**config.mk**
```make
export PLATFORM = sky130hd
export DESIGN_NAME = lbpe_ctrl
export DESIGN_NICKNAME = d
export VERILOG_FILES = /design/src/rtl/lbpe_ctrl.sv
export SDC_FILE = /design/constraint.sdc
export NUM_CORES = 1
export LEC_CHECK = 0
export ABC_AREA = 1
export ABC_CLOCK_PERIOD_IN_PS = 2100
export BUFFER_PORTS_ARGS = -buffer_cell sky130_fd_sc_hd__buf_2
export CORE_MARGIN = 8
export CORE_UTILIZATION = 50
export CTS_CLUSTER_DIAMETER = 30
export CTS_CLUSTER_SIZE = 8
export DETAILED_ROUTE_END_ITERATION = 7
export GPL_TIMING_DRIVEN = 0
export PLACE_DENSITY = 0.74
export SLEW_MARGIN = 0
export SYNTH_ARGS = -nofsm -noshare
export SYNTH_HDL_FRONTEND = slang
export SYNTH_SLANG_ARGS = --single-unit
```
**constraint.sdc**
```tcl
create_clock -name clk -period 2.1 [get_ports clk]
set_clock_uncertainty 0.05 [all_clocks]
set_input_delay 0.105 -clock clk [delete_from_list [all_inputs] [get_ports clk]]
set_output_delay 0.105 -clock clk [all_outputs]
set_load 0.05 [all_outputs]
```
**src/rtl/lbpe_ctrl.sv**
```systemverilog
// Sequencing controller for one LUT-based PE: accepts an activation set,
// strobes the LUT rebuild, streams weight bits MSB-first per group, drives
// the accumulator controls and reports finished partial sums after the
// datapath latency.
module lbpe_ctrl #(
    parameter int unsigned WEIGHT_WIDTH = 16,  // <= 16 so that wt_bit fits in 4 bits
    parameter int unsigned GROUP_W      = 8,
    parameter int unsigned PIPE_LAT     = 2    // >= 1
) (
    input  logic               clk,
    input  logic               rst,
    input  logic               start,
    input  logic [4:0]         cfg_prec,
    input  logic [GROUP_W-1:0] cfg_groups,
    input  logic               cfg_mode,
    input  logic               act_valid,
    output logic               act_ready,
    output logic               lut_load,
    output logic               lut_mode,
    input  logic               wt_valid,
    output logic [GROUP_W-1:0] wt_addr,
    output logic [3:0]         wt_bit,
    output logic               acc_en,
    output logic               acc_clr,
    output logic               acc_neg,
    output logic               psum_valid,
    output logic [GROUP_W-1:0] psum_addr,
    output logic               busy,
    output logic               done
);

    localparam int unsigned PREC_W  = 5;
    localparam int unsigned BIT_W   = 4;
    localparam int unsigned FLUSH_W = (PIPE_LAT > 1) ? $clog2(PIPE_LAT) : 1;
    localparam logic [PREC_W-1:0]  PREC_MAX   = PREC_W'(WEIGHT_WIDTH);
    localparam logic [FLUSH_W-1:0] FLUSH_LAST = FLUSH_W'(PIPE_LAT - 1);

    typedef enum logic [2:0] {
        S_IDLE,
        S_WAIT_ACT,
        S_LOAD,
        S_STREAM,
        S_FLUSH,
        S_DONE
    } state_e;

    state_e                          state_q, state_d;
    logic [PREC_W-1:0]               prec_q, prec_d;
    logic [GROUP_W-1:0]              groups_q, groups_d;
    logic                            mode_q, mode_d;
    logic [GROUP_W-1:0]              addr_q, addr_d;
    logic [BIT_W-1:0]                bit_q, bit_d;
    logic [FLUSH_W-1:0]              flush_q, flush_d;
    logic [PIPE_LAT-1:0]             pv_q, pv_d;
    logic [PIPE_LAT-1:0][GROUP_W-1:0] pa_q, pa_d;

    logic first_bit;
    logic last_bit;
    logic last_grp;
    logic group_end;

    // Next-state, config latch, bit/group sequencing and valid-pipe shift.
    always_comb begin
        state_d   = state_q;
        prec_d    = prec_q;
        groups_d  = groups_q;
        mode_d    = mode_q;
        addr_d    = addr_q;
        bit_d     = bit_q;
        flush_d   = flush_q;
        act_ready = 1'b0;
        lut_load  = 1'b0;
        acc_en    = 1'b0;
        acc_clr   = 1'b0;
        acc_neg   = 1'b0;
        done      = 1'b0;
        group_end = 1'b0;

        first_bit = ({1'b0, bit_q} == (prec_q - PREC_W'(1)));
        last_bit  = (bit_q == BIT_W'(0));
        last_grp  = (addr_q == (groups_q - GROUP_W'(1)));

        case (state_q)
            S_IDLE: begin
                if (start) begin
                    if (cfg_mode || (cfg_prec == PREC_W'(0))) begin
                        prec_d = PREC_W'(1);
                    end else if (cfg_prec > PREC_MAX) begin
                        prec_d = PREC_MAX;
                    end else begin
                        prec_d = cfg_prec;
                    end
                    groups_d = (cfg_groups == GROUP_W'(0)) ? GROUP_W'(1) : cfg_groups;
                    mode_d   = cfg_mode;
                    state_d  = S_WAIT_ACT;
                end
            end
            S_WAIT_ACT: begin
                act_ready = 1'b1;
                if (act_valid) begin
                    state_d = S_LOAD;
                end
            end
            S_LOAD: begin
                lut_load = 1'b1;
                addr_d   = GROUP_W'(0);
                bit_d    = BIT_W'(prec_q - PREC_W'(1));
                state_d  = S_STREAM;
            end
            S_STREAM: begin
                if (wt_valid) begin
                    acc_en  = 1'b1;
                    acc_clr = first_bit;
                    acc_neg = first_bit && (prec_q > PREC_W'(1)) && !mode_q;
                    if (last_bit) begin
                        group_end = 1'b1;
                        if (last_grp) begin
                            addr_d  = GROUP_W'(0);
                            bit_d   = BIT_W'(0);
                            flush_d = FLUSH_W'(0);
                            state_d = S_FLUSH;
                        end else begin
                            addr_d = addr_q + GROUP_W'(1);
                            bit_d  = BIT_W'(prec_q - PREC_W'(1));
                        end
                    end else begin
                        bit_d = bit_q - BIT_W'(1);
                    end
                end
            end
            S_FLUSH: begin
                if (flush_q == FLUSH_LAST) begin
                    state_d = S_DONE;
                end else begin
                    flush_d = flush_q + FLUSH_W'(1);
                end
            end
            S_DONE: begin
                done    = 1'b1;
                state_d = S_IDLE;
            end
            default: begin
                state_d = S_IDLE;
            end
        endcase

        pv_d    = '0;
        pa_d    = '0;
        pv_d[0] = group_end;
        pa_d[0] = group_end ? addr_q : GROUP_W'(0);
        for (int unsigned i = 1; i < PIPE_LAT; i++) begin
            pv_d[i] = pv_q[i-1];
            pa_d[i] = pa_q[i-1];
        end
    end

    // State and datapath-control registers with synchronous reset.
    always_ff @(posedge clk) begin
        if (rst) begin
            state_q  <= S_IDLE;
            prec_q   <= '0;
            groups_q <= '0;
            mode_q   <= 1'b0;
            addr_q   <= '0;
            bit_q    <= '0;
            flush_q  <= '0;
            pv_q     <= '0;
            pa_q     <= '0;
        end else begin
            state_q  <= state_d;
            prec_q   <= prec_d;
            groups_q <= groups_d;
            mode_q   <= mode_d;
            addr_q   <= addr_d;
            bit_q    <= bit_d;
            flush_q  <= flush_d;
            pv_q     <= pv_d;
            pa_q     <= pa_d;
        end
    end

    assign busy       = (state_q != S_IDLE);
    assign lut_mode   = mode_q;
    assign wt_addr    = addr_q;
    assign wt_bit     = bit_q;
    assign psum_valid = pv_q[PIPE_LAT-1];
    assign psum_addr  = pa_q[PIPE_LAT-1];

endmodule

```
==> summary.txt, run 1 <==
Diode insertion count for antenna repair = 0
Hold path endpoint = pv_q[0]
Setup repair after global routing missed its margin = no
Dominant combinational cell family by area after synthesis = simple AND/OR/NAND/NOR gates
Minimum clock period after layout = 1.99 ns
Fraction of the yosys area taken by sequential cells = 0.406
GPL Wtd Cong = 0.833
Highest attainable clock frequency = 0.502 GHz
Largest net degree at the start of global routing = 17
CTS tree = done
Total half-perimeter wirelength after legalization and detailed placement = 3.95 mm
Ranking of synthesized cells by area = dfxtp_1 (41%), inv_1 (9.8%), nor2_1 (7.9%), nand2_1 (7.4%), o21ai_0 (5.3%)
Number of max-cap violations = 0
Floorplan die area = 7200 um2
Data arrival at the endpoint of the critical path = 1.84 ns
DRC violation total after the first TritonRoute iteration = 110
Ordered cell list for the critical path = inv_4, ha_4, nand3_4, xnor2_2, nor4_4, o21ai_2, nor3_2, buf_6
Setup Crit Path Kind = reg -> out
Cell area after synthesis = 2370 um2
Total Routing Usage GR = 0.148
Transition time at the pin with the least slew margin = 0.442 ns
Area overhead of the layout relative to synthesis = 21.6%
Fin worst setup slack = 0.109 ns
H-tree levels = 2
Die Span X = 84.8 um
Layout Utilization = 0.618
Mapped Cells = 333
Worst stage delay on the critical path = 0.37 ns
Reg2reg end = state_q[1]
Top-level port count = 48
Final #Nets = 412
Most common cell in the synthesized netlist = inv_1
Total nets after synthesis = 357
Most used flip-flop cell after synthesis = dfxtp_1
CTS root buf = clkbuf_8
CP required = 1.95 ns
Vias in the first global route = 1992
Beginning of the worst hold path = rst
Peak supply drop = 540 uV
Ratio of total power to cell area = 1300 nW/um2
Cell type with the largest total area after synthesis = dfxtp_1
Clk sinks = 48
Post-DRT Antenna Nets = 0
Most frequent cells after synthesis = inv_1 (62), nor2_1 (50), dfxtp_1 (48)
Skew-Pair Late Insertion Delay = 0.30 ns
Row count = 25
Number of synthesized flops with an enable pin = 0
Post-synthesis share of cell area spent on xor and xnor gates = 0.0555
TritonRoute pass-1 iters = 4
Total DRC errors in the routed layout = 0
Via-to-Cell Ratio = 4.89
Area share of the largest cell type after synthesis = 0.406
Portion of netlist area occupied by mux cells = 0
Status = finished clean
Proportion of synthesized flip-flops having asynchronous set or reset = 0
Setup WS pre-CTS = 0.0975 ns
CP Launch Type = register
Antenna violations before repair = 0
Initial core utilization = 0.508
Cts hold-fix bufs = 0
Register-to-Register Setup Slack = 0.24 ns
Pins Over Slew Limit = 0
Slowest stage cell on the critical path = dfxtp_4
Synthesized area per cell = 7.11 um2
Finished Cell Area = 2880 um2
Simple logic cell fraction of the synthesized area = 0.265
Number of distinct library cells after synthesis = 31
Residual overflow from global routing = 0
Maximum fanout encountered on the critical timing path = 4
Crit. End Element = primary output
Class of the most critical hold timing path = in -> reg
Core region area = 4660 um2
Area after detailed placement = 2680 um2
Compound-Gate Fraction of Synth Area = 0.135
Total number of yosys warnings = 0
R2r startpoint = wt_bit[0]
Hold violation count in the final report = 0
Final worst-path cycle share = 0.948
Total detailed-routing wirelength = 5.08 mm
Number of storage elements in the synthesis netlist = 48
Filler cells = 415
Final setup violation count = 0
Worst relative slew slack = 0.705
Routed wirelength normalized by instance count = 11.5 um
Worst r2r path cells = 9
Count of vias placed by the detailed router = 2165
IO buf count = 47
Hold Path Depth = 2
Buffer depth of the longest clock path = 2
Synthesized-area fraction occupied by adder cells = 0.0264
Proportion of layout cells with a drive suffix above 1 = 0.239
Die Y-Extent = 84.8 um
Wire length of the first global-routing pass = 8.78 mm
CTS buffer count = 5
Cell leakage power = 1.39 nW
Worst-path clk slew = 0.09 ns
[flip-flops by register name, summed over array words and instances, names as in the netlist]
signal / flops
flush_q: 1
groups_q: 8
lut_mode: 1
pa_d: 8
prec_q: 5
psum_addr: 8
pv_q: 2
state_q: 3
wt_addr: 8
wt_bit: 4
[where the power goes]
group | leakage (nW) | internal, W | switching [W]
Sequential | 0.393 | 0.00107 | 0.000171
Combinational | 0.942 | 0.000594 | 0.00123
Clock | 0.0548 | 0.000359 | 0.000320
Total | 1.39 | 0.00202 | 0.00172
[worst max path at each step]
stage,end,cells after the start,startpoint
detailed placement,wt_addr[0],13,groups_q[0]
global route,acc_neg,8,prec_q[0]
finish,acc_neg,8,prec_q[0]
global placement,wt_addr[2],13,groups_q[0]
floorplan,acc_neg,7,state_q[2]
CTS,acc_neg,7,prec_q[0]
[cells in the final DEF (no fill, tap or decap), types with 2 or more instances in the layout]
cell type and instances:
inv_1 58, buf_2 48, nor2_1 47, nand2_1 46, dfxtp_1 43, o21ai_0 24
a21oi_1 20, nand3_1 19, xor2_1 9, nor2_2 7, inv_2 6, a211oi_1 6
nor3_1 5, xnor2_1 5, clkbuf_8 5, ha_1 4, dfxtp_2 4, nor3_2 2
nand3_4 2, clkbuf_1 2, nor4_1 2, nand2_2 2, buf_4 2
[metal layers]
layer | up-vias | routed length (um) | global-route usage
met5 | - | 0 | 0
met4 | 0 | 74 | 0.0583
met3 | 5 | 322 | 0.0405
met2 | 64 | 2260 | 0.242
met1 | 934 | 2420 | 0.179
li1 | 1162 | - | -
[layout make-up]
class | count | area (um2) | share of cell area
buffer | 5 | 22.5 | 0.00782
clock buffer | 5 | 68.8 | 0.0239
clock inverter | 3 | 46.3 | 0.0161
inverter | 65 | 246 | 0.0856
multi-input combinational | 215 | 1210 | 0.419
sequential | 48 | 970 | 0.337
tap | 54 | 67.6 | 0.0235
timing repair buffer | 48 | 251 | 0.0873
[worst max-delay path, delay by kind of cell, from the launching register on]
kind	cells	cell delay, ns
compound gates	1	0.11
xor+xnor	1	0.15
fa+ha+maj	1	0.15
buf+inv	2	0.24
flops	1	0.37
simple gates	3	0.51
[logic make-up after synthesis]
logic type | after synthesis
simple gates | 139
buf+inv | 70
compound gates | 56
flops | 48
xor+xnor | 15
fa+ha+maj | 5
[metrics by stage]
stage	total power [W]	std cells	TNS, ns	hold slack, ns
5_1_grt	0.00406	443	0	0.0138
2_1_floorplan	0.00259	333	-0.0215	0.146
3_3_place_gp	0.00291	434	0	0.314
6_report	0.00374	443	0	0.0152
4_1_cts	0.00362	442	0	0.00128
3_5_place_dp	0.00293	434	0	0.312
[what timing repair did]
item	4_1_cts	5_1_grt
endpoints found under the hold margin	0	0
setup buffers	0	1
setup endpoints to repair	2	17
pin swaps	1	3
resized for setup	5	21
No activity file was read; power rests on OpenSTA's default activity.
==> run 2: changes to the inputs <==
--- a/config.mk
+++ b/config.mk
@@ -9,12 +9,12 @@
 export ABC_CLOCK_PERIOD_IN_PS = 2100
 export BUFFER_PORTS_ARGS = -buffer_cell sky130_fd_sc_hd__buf_2
 export CORE_MARGIN = 8
-export CORE_UTILIZATION = 50
+export CORE_UTILIZATION = 54
 export CTS_CLUSTER_DIAMETER = 30
 export CTS_CLUSTER_SIZE = 8
 export DETAILED_ROUTE_END_ITERATION = 7
 export GPL_TIMING_DRIVEN = 0
-export PLACE_DENSITY = 0.74
+export PLACE_DENSITY = 0.79
 export SLEW_MARGIN = 0
 export SYNTH_ARGS = -nofsm -noshare
 export SYNTH_HDL_FRONTEND = slang
==> summary.txt, run 2 (same netlist as run 1, synthesis figures left out) <==
Via-to-Cell Ratio = 4.99 (was 4.89)
Count of vias placed by the detailed router = 2217 (was 2165)
Hold path endpoint = prec_q[0] (was pv_q[0])
Largest net degree at the start of global routing = 17 (unchanged)
Hold Path Depth = 3 (was 2)
CTS buffer count = 5 (unchanged)
Row count = 24 (was 25)
Post-DRT Antenna Nets = 0 (unchanged)
Transition time at the pin with the least slew margin = 0.472 ns (was 0.442 ns)
Class of the most critical hold timing path = in -> reg (unchanged)
GPL Wtd Cong = 0.838 (was 0.833)
Clk sinks = 48 (unchanged)
Final #Nets = 415 (was 412)
Diode insertion count for antenna repair = 0 (unchanged)
Maximum fanout encountered on the critical timing path = 2 (was 4)
Total half-perimeter wirelength after legalization and detailed placement = 4.09 mm (was 3.95 mm)
H-tree levels = 2 (unchanged)
CTS tree = done (unchanged)
Area after detailed placement = 2680 um2 (about the same)
Finished Cell Area = 2890 um2 (was 2880 um2)
Worst-path clk slew = 0.08 ns (was 0.09 ns)
TritonRoute pass-1 iters = 4 (unchanged)
R2r startpoint = groups_q[0] (was wt_bit[0])
Worst stage delay on the critical path = 0.36 ns (was 0.37 ns)
Total DRC errors in the routed layout = 0 (unchanged)
Final worst-path cycle share = 0.955 (was 0.948)
Beginning of the worst hold path = cfg_prec[0] (was rst)
Routed wirelength normalized by instance count = 12.1 um (was 11.5 um)
Die Span X = 82.2 um (was 84.8 um)
Reg2reg end = wt_bit[1] (was state_q[1])
Worst r2r path cells = 12 (was 9)
Area overhead of the layout relative to synthesis = 22.0% (was 21.6%)
Final-layout worst hold slack = 0.0256 ns (was 0.0152 ns)
Setup Crit Path Kind = reg -> out (unchanged)
Number of max-cap violations = 0 (unchanged)
Antenna violations before repair = 0 (unchanged)
Ratio of total power to cell area = 1300 nW/um2 (about the same)
IO buf count = 47 (unchanged)
Highest attainable clock frequency = 0.498 GHz (was 0.502 GHz)
Buffer depth of the longest clock path = 2 (unchanged)
Cell leakage power = 1.40 nW (was 1.39 nW)
Crit. End Element = primary output (unchanged)
Top-level port count = 48 (unchanged)
Peak supply drop = 608 uV (was 540 uV)
Total Routing Usage GR = 0.156 (was 0.148)
Minimum clock period after layout = 2.01 ns (was 1.99 ns)
Slowest stage cell on the critical path = dfxtp_2 (was dfxtp_4)
Most frequent standard cell in the layout excluding fill and tap cells = inv_1 (unchanged)
CP required = 1.95 ns (about the same)
Core region area = 4290 um2 (was 4660 um2)
Pins Over Slew Limit = 0 (unchanged)
Residual overflow from global routing = 0 (unchanged)
Most frequent cells in the layout = inv_1 (58), nor2_1 (48), buf_2 (48) (was inv_1 (58), buf_2 (48), nor2_1 (47))
Register-to-Register Setup Slack = 0.13 ns (was 0.24 ns)
Fin Setup TNS = 0 ns (unchanged)
CTS root buf = clkbuf_8 (unchanged)
CP Launch Type = register (unchanged)
Vias in the first global route = 2010 (was 1992)
Die Y-Extent = 82.2 um (was 84.8 um)
Total detailed-routing wirelength = 5.39 mm (was 5.08 mm)
Skew-Pair Late Insertion Delay = 0.30 ns (about the same)
Status = finished clean (unchanged)
DRC violation total after the first TritonRoute iteration = 149 (was 110)
Ordered cell list for the critical path = inv_4, ha_4, xnor2_2, nor4_4, o21ai_2, nor3_2, buf_6 (was inv_4, ha_4, nand3_4, xnor2_2, nor4_4, o21ai_2, nor3_2, buf_6)
Worst relative slew slack = 0.685 (was 0.705)
Proportion of layout cells with a drive suffix above 1 = 0.235 (was 0.239)
Setup repair after global routing missed its margin = yes (was no)
Floorplan die area = 6760 um2 (was 7200 um2)
Initial core utilization = 0.552 (was 0.508)
Data arrival at the endpoint of the critical path = 1.85 ns (was 1.84 ns)
Final setup violation count = 0 (unchanged)
Wire length of the first global-routing pass = 8.46 mm (was 8.78 mm)
Hold violation count in the final report = 0 (unchanged)
## run 2: layout make-up
type | instances | area (um2)
Tap cell | 52 | 65.1
Fill cell | 363 | 1400
Multi-Input combinational cell | 215 | 1190
Clock inverter | 3 | 47.5
Clock buffer | 5 | 68.8
Inverter | 65 | 249
Sequential cell | 48 | 968
Buffer | 5 | 22.5
Timing Repair Buffer | 51 | 277
## run 2: through the flow
| step | setup slack (ns) | util | cells | total power [W] |
|---|---|---|---|---|
| after global routing | -0.0365 | 0.673 | 444 | 0.00405 |
| after global placement | 0.123 | 0.623 | 432 | 0.00290 |
| final | 0.0937 | 0.673 | 444 | 0.00376 |
| after CTS | 0.0118 | 0.656 | 441 | 0.00363 |
| after detailed placement | 0.101 | 0.623 | 432 | 0.00295 |
| after floorplan | -0.0215 | - | 333 | 0.00259 |
## run 2: worst max-delay path by stage
stage          slack (ns)  cells after the start        start          to
2_1_floorplan       -0.02                      7   state_q[2]     acc_neg
3_3_place_gp         0.12                     13  groups_q[0]  wt_addr[2]
3_5_place_dp         0.10                     13  groups_q[0]  wt_addr[0]
4_1_cts              0.01                      7    prec_q[0]     acc_neg
5_1_grt             -0.04                      8    prec_q[0]     acc_neg
6_report             0.09                      7    prec_q[1]     acc_neg
## run 2: power by group
part / total (W) / internal, W / switching [W]
logic: 0.00185 / 0.000603 / 0.00125
clock network: 0.000670 / 0.000358 / 0.000312
registers: 0.00125 / 0.00107 / 0.000177
## run 2: worst max-delay path, delay by kind of cell, from the launching register on
| family | cells | cell delay (ns) |
|---|---|---|
| fa+ha+maj | 1 | 0.24 |
| buf+inv | 2 | 0.22 |
| compound gates | 1 | 0.12 |
| simple gates | 2 | 0.46 |
| flops | 1 | 0.36 |
| xor+xnor | 1 | 0.14 |
## run 2: routing by layer
metal  global-route usage  part of all wire  up-vias
met3               0.0433             0.069        5
met1                0.188              0.45      970
met2                0.267              0.48       77
met5                    0                 0        -
li1                     -                 -     1165
met4               0.0404            0.0078        0
## run 2: what timing repair did
action,in CTS,in global routing
gates resized for setup,6,16
endpoints found under the hold margin,1,0
pin swaps,1,3
hold buffers,1,0
endpoints found under the setup margin,2,13
buffers inserted,0,3
==> run 3: changes to the inputs <==
--- a/config.mk
+++ b/config.mk
@@ -14,6 +14,7 @@
 export CTS_CLUSTER_SIZE = 8
 export DETAILED_ROUTE_END_ITERATION = 7
 export GPL_TIMING_DRIVEN = 0
+export HOLD_SLACK_MARGIN = 0.1
 export PLACE_DENSITY = 0.79
 export SLEW_MARGIN = 0
 export SYNTH_ARGS = -nofsm -noshare
==> summary.txt, run 3 (same netlist as run 1, synthesis figures left out) <==
CTS tree = done (unchanged)
Area overhead of the layout relative to synthesis = 28.7% (was 22.0%)
Crit. End Element = primary output (unchanged)
Register-to-Register Setup Slack = 0.14 ns (was 0.13 ns)
Area after detailed placement = 2680 um2 (unchanged)
Final-layout worst hold slack = 0.147 ns (was 0.0256 ns)
Residual overflow from global routing = 0 (unchanged)
Beginning of the worst hold path = wt_valid (was cfg_prec[0])
Status = finished clean (unchanged)
Logic gate share of total power = 0.496 (was 0.491)
Cell leakage power = 1.47 nW (was 1.40 nW)
Vias in the first global route = 2092 (was 2010)
Hold violation count in the final report = 0 (unchanged)
Top-level port count = 48 (unchanged)
CTS root buf = clkbuf_8 (unchanged)
Initial core utilization = 0.552 (unchanged)
Count of vias placed by the detailed router = 2298 (was 2217)
Highest attainable clock frequency = 0.498 GHz (about the same)
Die Span X = 82.2 um (unchanged)
R2r startpoint = groups_q[0] (unchanged)
CTS buffer count = 5 (unchanged)
Final setup violation count = 0 (unchanged)
Routed wirelength normalized by instance count = 12.3 um (was 12.1 um)
Most frequent cells in the layout = inv_1 (58), buf_2 (48), nor2_1 (47) (was inv_1 (58), nor2_1 (48), buf_2 (48))
Hold path endpoint = flush_q (was prec_q[0])
Floorplan die area = 6760 um2 (unchanged)
Internal power consumption = 0.00206 W (was 0.00203 W)
Worst relative slew slack = 0.685 (about the same)
CP required = 1.95 ns (about the same)
Number of max-cap violations = 0 (unchanged)
Non-filler instance count after layout = 459 (was 444)
Core region area = 4290 um2 (unchanged)
Via-to-Cell Ratio = 5.01 (was 4.99)
Setup repair after global routing missed its margin = yes (unchanged)
Worst-path clk slew = 0.09 ns (was 0.08 ns)
CP Launch Type = register (unchanged)
Reg2reg end = wt_addr[0] (was wt_bit[1])
Largest delay contributor family on the critical path = simple AND/OR/NAND/NOR gates (unchanged)
Buffer depth of the longest clock path = 2 (unchanged)
Pins Over Slew Limit = 0 (unchanged)
Ratio of total power to cell area = 1250 nW/um2 (was 1300 nW/um2)
Final worst-path cycle share = 0.956 (was 0.955)
Fin worst setup slack = 0.0915 ns (was 0.0937 ns)
Net load switching power = 0.00176 W (was 0.00173 W)
Most frequent standard cell in the layout excluding fill and tap cells = inv_1 (unchanged)
Setup WS pre-CTS = 0.101 ns (unchanged)
Switching Share = 0.461 (about the same)
DRC violation total after the first TritonRoute iteration = 138 (was 149)
Wire length of the first global-routing pass = 8.74 mm (was 8.46 mm)
Post-DRT Antenna Nets = 0 (unchanged)
Ordered cell list for the critical path = inv_4, ha_4, xnor2_2, nor4_4, o21ai_2, nor3_2, buf_6 (unchanged)
Row count = 24 (unchanged)
Sequential share of power = 0.327 (was 0.331)
Antenna violations before repair = 0 (unchanged)
Worst stage delay on the critical path = 0.36 ns (about the same)
Skew-Pair Late Insertion Delay = 0.30 ns (about the same)
Buffers and inverters on the worst path = 2 (unchanged)
Clk sinks = 48 (unchanged)
Diode insertion count for antenna repair = 0 (unchanged)
Proportion of layout cells with a drive suffix above 1 = 0.229 (was 0.235)
Total detailed-routing wirelength = 5.66 mm (was 5.39 mm)
Finished Cell Area = 3050 um2 (was 2890 um2)
Hold Path Depth = 4 (was 3)
Total half-perimeter wirelength after legalization and detailed placement = 4.09 mm (unchanged)
Data arrival at the endpoint of the critical path = 1.85 ns (about the same)
Largest net degree at the start of global routing = 17 (unchanged)
Placed Cells = 432 (unchanged)
Total Routing Usage GR = 0.161 (was 0.156)
Final #Nets = 430 (was 415)
H-tree levels = 2 (unchanged)
Worst r2r path cells = 14 (was 12)
IO buf count = 47 (unchanged)
GPL Wtd Cong = 0.838 (unchanged)
Die Y-Extent = 82.2 um (unchanged)
Total DRC errors in the routed layout = 0 (unchanged)
Clock network fraction of total power = 0.177 (was 0.178)
TritonRoute pass-1 iters = 5 (was 4)
Transition time at the pin with the least slew margin = 0.472 ns (about the same)
Setup Crit Path Kind = reg -> out (unchanged)
Peak supply drop = 641 uV (was 608 uV)
Slowest stage cell on the critical path = dfxtp_2 (unchanged)
Maximum fanout encountered on the critical timing path = 2 (unchanged)
Minimum clock period after layout = 2.01 ns (about the same)
Class of the most critical hold timing path = in -> reg (unchanged)
run 3: changes by cell type in the layout (fill, tap and decap cells not counted):
cell,delta
dlygate4sd3_1,+15
nor2_1,-1
nor2_4,+1
run 3: area by class of cell:
class                           instances  area (um2)
Clock buffer                            5        68.8
Timing Repair Buffer                   66         427
Tap cell                               52        65.1
Clock inverter                          3        47.5
Buffer                                  5        22.5
Inverter                               65         249
Sequential cell                        48         968
Multi-Input combinational cell        215        1200
Fill cell                             341        1250
run 3: how the worst max path moves through the flow:
stage / cells after the start / slack [ns] / to / startpoint
6_report: 7 / 0.09 / acc_neg / prec_q[1]
2_1_floorplan: 7 / -0.02 / acc_neg / state_q[2]
3_5_place_dp: 13 / 0.10 / wt_addr[0] / groups_q[0]
5_1_grt: 8 / -0.04 / acc_neg / prec_q[0]
4_1_cts: 7 / 0.01 / acc_neg / prec_q[0]
3_3_place_gp: 13 / 0.12 / wt_addr[2] / groups_q[0]
run 3: per-layer routing:
layer,vias to the layer above,global-route usage,part of all wire
met5,-,0,0
met4,0,0.0439,0.010
met3,9,0.0444,0.064
li1,1193,-,-
met1,1016,0.186,0.44
met2,80,0.283,0.49
run 3: worst min-delay path: cells and delay by family:
kind	cells	cell delay, ns
AOI/OAI and AO/OA	1	0.06
buffers and inverters	1	0.11
and+or+nand+nor	2	0.19
run 3: power groups by stage:
stage | sequential [W] | combinational, W | clock, W
after floorplan | 0.00143 | 0.00116 | 0
after global placement | 0.00124 | 0.00166 | 0
after detailed placement | 0.00125 | 0.00170 | 0
after CTS | 0.00123 | 0.00175 | 0.000678
after global routing | 0.00127 | 0.00208 | 0.000733
final | 0.00125 | 0.00189 | 0.000675
run 3: what timing repair did:
action,in CTS,in global routing
endpoints found under the hold margin,14,1
gates resized for setup,6,18
pin swaps,1,3
endpoints found under the setup margin,2,14
hold buffers,15,1
setup buffers,0,3
run 3: through the flow:
step / TNS [ns] / total power, W / utilization
finish: 0 / 0.00381 / 0.710
global route: -0.0395 / 0.00409 / 0.710
CTS: 0 / 0.00365 / 0.688
detailed placement: 0 / 0.00295 / 0.623
global placement: 0 / 0.00290 / 0.623
floorplan: -0.0215 / 0.00259 / -
